## src/rtl/mem_access_stage_pkg.sv

```systemverilog
// Shared constants for the MEM stage, data memory and register file.
package mem_access_stage_pkg;

  localparam int DEF_DATA_W     = 8;
  localparam int DEF_ADDR_W     = 8;
  localparam int DEF_DEPTH_LOG2 = 3;
  localparam int DEF_RIDX_W     = 3;

  localparam logic OP_LOAD  = 1'b0;
  localparam logic OP_STORE = 1'b1;

  typedef enum logic [1:0] {
    ST_IDLE   = 2'd0,
    ST_ACCESS = 2'd1,
    ST_RESP   = 2'd2
  } state_e;

endpackage

```

## src/rtl/mem_access_stage_if.sv

```systemverilog
// Request (execute -> MEM) and response (MEM -> writeback) handshakes.
interface mem_access_stage_if #(
  parameter int DATA_W = 8,
  parameter int ADDR_W = 8,
  parameter int RIDX_W = 3
);

  logic              req_valid;
  logic              req_ready;
  logic              req_op;
  logic [ADDR_W-1:0] req_addr;
  logic [DATA_W-1:0] req_wdata;
  logic [RIDX_W-1:0] req_rd;

  logic              rsp_valid;
  logic              rsp_ready;
  logic              rsp_is_load;
  logic [RIDX_W-1:0] rsp_rd;
  logic [DATA_W-1:0] rsp_data;
  logic              rsp_fault;

  modport slave (
    input  req_valid, req_op, req_addr, req_wdata, req_rd, rsp_ready,
    output req_ready, rsp_valid, rsp_is_load, rsp_rd, rsp_data, rsp_fault
  );

  modport master (
    output req_valid, req_op, req_addr, req_wdata, req_rd, rsp_ready,
    input  req_ready, rsp_valid, rsp_is_load, rsp_rd, rsp_data, rsp_fault
  );

endinterface

```

## src/rtl/mem_access_stage.sv

```systemverilog
// MEM stage: one outstanding load/store, drives the 8-entry data memory port
// and returns results to writeback; out-of-range addresses fault instead of aliasing.
module mem_access_stage
  import mem_access_stage_pkg::*;
#(
  parameter int DATA_W     = DEF_DATA_W,
  parameter int ADDR_W     = DEF_ADDR_W,
  parameter int DEPTH_LOG2 = DEF_DEPTH_LOG2,
  parameter int RIDX_W     = DEF_RIDX_W
) (
  input  logic              clk,
  input  logic              rst,
  mem_access_stage_if.slave bus,
  output logic [ADDR_W-1:0] rom_address,
  output logic [DATA_W-1:0] rom_write_data,
  output logic              rom_write,
  output logic              rom_read,
  input  logic [DATA_W-1:0] rom_data
);

  state_e state_q, state_d;

  logic              op_q;
  logic [ADDR_W-1:0] addr_q;
  logic [DATA_W-1:0] wdata_q;
  logic [RIDX_W-1:0] rd_q;

  logic              rsp_valid_q;
  logic              rsp_is_load_q;
  logic              rsp_fault_q;
  logic [RIDX_W-1:0] rsp_rd_q;
  logic [DATA_W-1:0] rsp_data_q;

  logic accept;
  logic in_access;
  logic fault;
  logic do_read;
  logic do_write;

  // Any set bit above the implemented depth would alias in the memory.
  assign fault     = (addr_q[ADDR_W-1:DEPTH_LOG2] != '0);
  assign in_access = (state_q == ST_ACCESS);
  assign do_read   = in_access && (op_q == OP_LOAD) && !fault;
  assign do_write  = in_access && (op_q == OP_STORE) && !fault;

  assign rom_address    = addr_q;
  assign rom_write_data = wdata_q;

  always_comb begin
    state_d       = state_q;
    accept        = 1'b0;
    bus.req_ready = 1'b0;
    rom_read      = do_read && !rst;
    rom_write     = do_write && !rst;
    case (state_q)
      ST_IDLE: begin
        bus.req_ready = !rst;
        if (bus.req_valid && !rst) begin
          accept  = 1'b1;
          state_d = ST_ACCESS;
        end
      end
      ST_ACCESS: state_d = ST_RESP;
      ST_RESP: begin
        if (bus.rsp_ready) state_d = ST_IDLE;
      end
      default: state_d = ST_IDLE;
    endcase
  end

  always_ff @(posedge clk) begin
    if (rst) begin
      state_q       <= ST_IDLE;
      op_q          <= 1'b0;
      addr_q        <= '0;
      wdata_q       <= '0;
      rd_q          <= '0;
      rsp_valid_q   <= 1'b0;
      rsp_is_load_q <= 1'b0;
      rsp_fault_q   <= 1'b0;
      rsp_rd_q      <= '0;
      rsp_data_q    <= '0;
    end else begin
      state_q <= state_d;
      if (accept) begin
        op_q    <= bus.req_op;
        addr_q  <= bus.req_addr;
        wdata_q <= bus.req_wdata;
        rd_q    <= bus.req_rd;
      end
      if (in_access) begin
        rsp_valid_q   <= 1'b1;
        rsp_is_load_q <= (op_q == OP_LOAD);
        rsp_rd_q      <= rd_q;
        rsp_fault_q   <= fault;
        rsp_data_q    <= do_read ? rom_data : '0;
      end else if ((state_q == ST_RESP) && bus.rsp_ready) begin
        rsp_valid_q <= 1'b0;
      end
    end
  end

  assign bus.rsp_valid   = rsp_valid_q;
  assign bus.rsp_is_load = rsp_is_load_q;
  assign bus.rsp_rd      = rsp_rd_q;
  assign bus.rsp_data    = rsp_data_q;
  assign bus.rsp_fault   = rsp_fault_q;

endmodule
```

## src/flat_wrapper.sv

```systemverilog
// flat-port wrapper written by rule: the top's interface ports become plain ports
module mem_access_stage_flat import mem_access_stage_pkg::*;
#(
  parameter int DATA_W     = DEF_DATA_W,
  parameter int ADDR_W     = DEF_ADDR_W,
  parameter int DEPTH_LOG2 = DEF_DEPTH_LOG2,
  parameter int RIDX_W     = DEF_RIDX_W
)
  (clk, rst, rom_address, rom_write_data, rom_write, rom_read, rom_data, bus_req_valid, bus_req_op, bus_req_addr, bus_req_wdata, bus_req_rd, bus_rsp_ready, bus_req_ready, bus_rsp_valid, bus_rsp_is_load, bus_rsp_rd, bus_rsp_data, bus_rsp_fault);
  mem_access_stage_if #(.DATA_W(DATA_W), .ADDR_W(ADDR_W), .RIDX_W(RIDX_W)) bus_i ();
  input  logic clk;
  input  logic rst;
  output logic [ADDR_W-1:0] rom_address;
  output logic [DATA_W-1:0] rom_write_data;
  output logic rom_write;
  output logic rom_read;
  input  logic [DATA_W-1:0] rom_data;
  input wire logic [$bits(bus_i.req_valid)-1:0] bus_req_valid;
  input wire logic [$bits(bus_i.req_op)-1:0] bus_req_op;
  input wire logic [$bits(bus_i.req_addr)-1:0] bus_req_addr;
  input wire logic [$bits(bus_i.req_wdata)-1:0] bus_req_wdata;
  input wire logic [$bits(bus_i.req_rd)-1:0] bus_req_rd;
  input wire logic [$bits(bus_i.rsp_ready)-1:0] bus_rsp_ready;
  output wire logic [$bits(bus_i.req_ready)-1:0] bus_req_ready;
  output wire logic [$bits(bus_i.rsp_valid)-1:0] bus_rsp_valid;
  output wire logic [$bits(bus_i.rsp_is_load)-1:0] bus_rsp_is_load;
  output wire logic [$bits(bus_i.rsp_rd)-1:0] bus_rsp_rd;
  output wire logic [$bits(bus_i.rsp_data)-1:0] bus_rsp_data;
  output wire logic [$bits(bus_i.rsp_fault)-1:0] bus_rsp_fault;
  assign bus_i.req_valid = bus_req_valid;
  assign bus_i.req_op = bus_req_op;
  assign bus_i.req_addr = bus_req_addr;
  assign bus_i.req_wdata = bus_req_wdata;
  assign bus_i.req_rd = bus_req_rd;
  assign bus_i.rsp_ready = bus_rsp_ready;
  assign bus_req_ready = bus_i.req_ready;
  assign bus_rsp_valid = bus_i.rsp_valid;
  assign bus_rsp_is_load = bus_i.rsp_is_load;
  assign bus_rsp_rd = bus_i.rsp_rd;
  assign bus_rsp_data = bus_i.rsp_data;
  assign bus_rsp_fault = bus_i.rsp_fault;
  mem_access_stage #(.DATA_W(DATA_W), .ADDR_W(ADDR_W), .DEPTH_LOG2(DEPTH_LOG2), .RIDX_W(RIDX_W)) u_core (.clk(clk), .rst(rst), .bus(bus_i), .rom_address(rom_address), .rom_write_data(rom_write_data), .rom_write(rom_write), .rom_read(rom_read), .rom_data(rom_data));
endmodule
```

## config.mk

```make
export PLATFORM = sky130hd
export DESIGN_NAME = mem_access_stage_flat
export DESIGN_NICKNAME = d
export VERILOG_FILES = /design/src/rtl/mem_access_stage_pkg.sv /design/src/rtl/mem_access_stage_if.sv /design/src/rtl/mem_access_stage.sv /design/src/flat_wrapper.sv
export SDC_FILE = /design/constraint.sdc
export NUM_CORES = 1
export LEC_CHECK = 0
export BUFFER_PORTS_ARGS = -buffer_cell sky130_fd_sc_hd__buf_2
export CAP_MARGIN = 20
export CORE_MARGIN = 3
export CORE_UTILIZATION = 45
export CTS_BUF_LIST = sky130_fd_sc_hd__clkbuf_4 sky130_fd_sc_hd__clkbuf_8
export CTS_CLUSTER_SIZE = 12
export DETAILED_ROUTE_END_ITERATION = 10
export GPL_TIMING_DRIVEN = 0
export PLACE_DENSITY = 0.82
export SYNTH_ARGS = -nofsm -noshare
export SYNTH_HDL_FRONTEND = slang
export SYNTH_SLANG_ARGS = --single-unit
```

## constraint.sdc

```tcl
create_clock -name clk -period 1.9 [get_ports clk]
set_input_delay 0.38 -clock clk [delete_from_list [all_inputs] [get_ports clk]]
set_output_delay 0.38 -clock clk [all_outputs]
set_load 0.01 [all_outputs]
```

==> impl_metrics.tcl <==
set metrics [dict create \
    slew_headroom_pct 68.8 \
    post_drt_wl_per_cell_um 12.4 \
    cts-root-buf "clkbuf_4" \
    setup_slack_ns 0.0211 \
    grt_max_degree 12 \
    crit_fanout 3 \
    met1_length_um 1450 \
    antenna_cells 0 \
    start_util_pct 50.0 \
    ant_nets 0 \
    chipWidth_um 60.1 \
    grt_usage_pct 19.0 \
    num-fill-cells 246 \
    cp_cell_sequence "nor4_4 > nor2b_4 > and3_4 > buf_6" \
    synth_cell_types 20 \
    cts_buffers 5 \
    grt_first_pass_wirelength_um 5120 \
    seq_power_share_pct 55.9 \
    gp_congestion 0.739 \
    power.switching_mw 0.389 \
    first_pass_iters 6 \
    startpoint_type "register" \
    synth_top_area_cell "dfxtp_1" \
    cp.required_ns 1.52 \
    hpwl_um 2330 \
    gr-total-overflow 0 \
    skew_ns 0.00946 \
    drive_gt1_share_pct 35.9 \
    placed_cell_area_um2 1680 \
    netlist_instances 162 \
    end_kind "output port" \
    drc 0 \
    seq_area_um2 722 \
    wl_um 3310 \
    max_freq_mhz 532 \
    htreeDepth 2 \
    pre_cts_ws_ns -0.121 \
    synth_area_per_cell_um2 8.13 \
    vdd_drop_max_uv 842 \
    grt_pass1_vias 1181 \
    route.met2.wl_um 1500 \
    fin_crit_sh_pct 98.9 \
    maxCapViolations 0 \
    cts.sinks 36 \
    met3WireLength_um 334 \
    ys_top_cells_by_area "dfxtp_1, nand2_1, a21oi_1, nand4_1, buf_6" \
    ios 65 \
    netlist_area_um2 1320 \
    antenna_found_initial 0 \
    top_layer "met4" \
    power_mw 1.46 \
    vias_per_cell 5.07 \
    drv_slew 0 \
    period_minus_slack_ns 1.88 \
    die-area_um2 3610 \
    comb_power_share_pct 15.4 \
    p_clk_share_pct 28.7 \
    utilization_pct 67.9 \
    tightest_slew_ns 0.468 \
    cts.path.max_buffers 2 \
    vias 1354 \
    rows 18 \
    rsz0062_at_grt "yes" \
    crit_type "register to output port" \
    swShare_pct 26.7 \
    outcome "complete, no violations" \
    fp.dieH_um 60.1 \
    syn_nets 194 \
    p_int_mw 1.07 \
    portBuffers 64 \
    nets 268 \
    critPathArrivalTime_ns 1.50 \
    ys_ff_latch 36 \
    yosysSeqAreaShare_pct 54.7 \
    multi_input_area_um2 559 \
    finalHoldViolations 0 \
    clk_latency_ns 0.34 \
    setup_viol 0 \
    dp.cells 256 \
    power_density_nw_per_um2 815 \
    syn_to_final_growth_pct 35.9 \
    synth_top_area_share_pct 54.7 \
    post-route-cell-area_um2 1790 \
    cts_tree "built" \
    worstHoldPathType "input port to register" \
    drt_iter0_markers 55 \
    ys_warn_count 0 \
    fin_cells 267 \
    max_stage_delay_ns 0.35 \
    p_leak_nw 0.832 \
    slowest_stage "dfxtp_2" \
    clkSlewWorstSetupHoldPaths_ns 0.10 \
    core_area_um2 2640 \
]
==> power by group through the flow <==
stage / Combinational [mW] / Sequential (mW) / Clock [mW]
2_1_floorplan: 0.101 / 0.842 / 0
3_3_place_gp: 0.200 / 0.829 / 0
3_5_place_dp: 0.203 / 0.830 / 0
4_1_cts: 0.215 / 0.814 / 0.430
5_1_grt: 0.250 / 0.821 / 0.468
6_report: 0.225 / 0.816 / 0.418
==> worst max-delay path: cells and delay by family, from the launching register on <==
kind          cells  cell delay, ns
buf+inv           1            0.10
flops             1            0.35
simple gates      3            0.72
==> per-layer routing <==
layer	up-vias	GRT usage (%)
li1	690	-
met1	597	23.8
met2	63	29.6
met3	4	8.42
met4	0	4.75
met5	-	0
==> stage by stage <==
step	TNS, ns	hold slack, ns
after floorplan	0	0.432
after CTS	0	0.231
after global placement	-0.0939	0.438
after detailed placement	-0.121	0.444
final	0	0.245
after global routing	-0.0352	0.239
==> worst paths after layout <==
path	to	startpoint	cells past startpoint	slack, ns
setup / recovery	rom_write	u_core.rom_address[3]$_SDFFE_PP0P_	4	0.02
hold / removal	u_core.op_q$_SDFFE_PP0P_	bus_req_op	3	0.25
setup reg to reg	u_core.rom_write_data[1]$_SDFFE_PP0P_	u_core.state_q[1]$_SDFFE_PP0P_	4	0.40
hold reg to reg	u_core.bus.rsp_data[2]$_SDFFE_PP0N_	u_core.bus.rsp_data[2]$_SDFFE_PP0N_	2	0.46
==> area by class of cell <==
| type | count | area share (%) |
|---|---|---|
| multi-input combinational | 114 | 31.2 |
| inverter | 2 | 0.419 |
| buffer | 10 | 3.00 |
| clock buffer | 6 | 2.87 |
| sequential | 36 | 40.3 |
| tap | 30 | 2.10 |
| clock inverter | 2 | 0.559 |
| timing repair buffer | 67 | 19.5 |
==> logic make-up after synthesis <==
group | after synthesis | share of synthesized area, %
AO/OA/AOI/OAI | 35 | 13.7
buffers and inverters | 12 | 4.65
flip-flops | 36 | 54.7
AND/OR/NAND/NOR | 79 | 27.0
==> cells in the mapped netlist (all sizes together) <==
| master | count |
|---|---|
| clkbuf | 5 |
| a21oi | 32 |
| nor2 | 6 |
| nand2 | 55 |
| and3 | 2 |
| nand2b | 2 |
| or4b | 1 |
| nor3 | 1 |
| nor2b | 2 |
| nor4 | 1 |
| o21ai | 1 |
| nand3b | 1 |
| inv | 2 |
| buf | 5 |
| a211oi | 2 |
| dfxtp | 36 |
| nand4 | 8 |
==> timing repair <==
item | in CTS | in global routing
buffers inserted | 2 | 1
hold buffers | 0 | 0
pin swaps | 1 | 1
gates resized for setup | 2 | 5
endpoints found under the setup margin | 2 | 2
==> registers in the layout (all words and copies together), names as in the netlist <==
name / cells
u_core.bus.rsp_rd: 3
u_core.bus.rsp_is_load: 1
u_core.bus.rsp_data: 8
u_core.bus.rsp_valid: 1
u_core.rd_q: 3
u_core.state_q: 2
u_core.bus.rsp_fault: 1
u_core.op_q: 1
u_core.rom_write_data: 8
u_core.rom_address: 8
==> placed cells by master (no fill, tap or decap), types with 3 or more instances in the layout <==
cell type / count
nor2_1: 5
a21oi_1: 32
buf_6: 3
buf_2: 64
dfxtp_1: 35
nand2_1: 55
clkbuf_1: 5
clkbuf_4: 5
nand4_1: 8
buf_4: 3
Power figures use the tool's default switching activity.
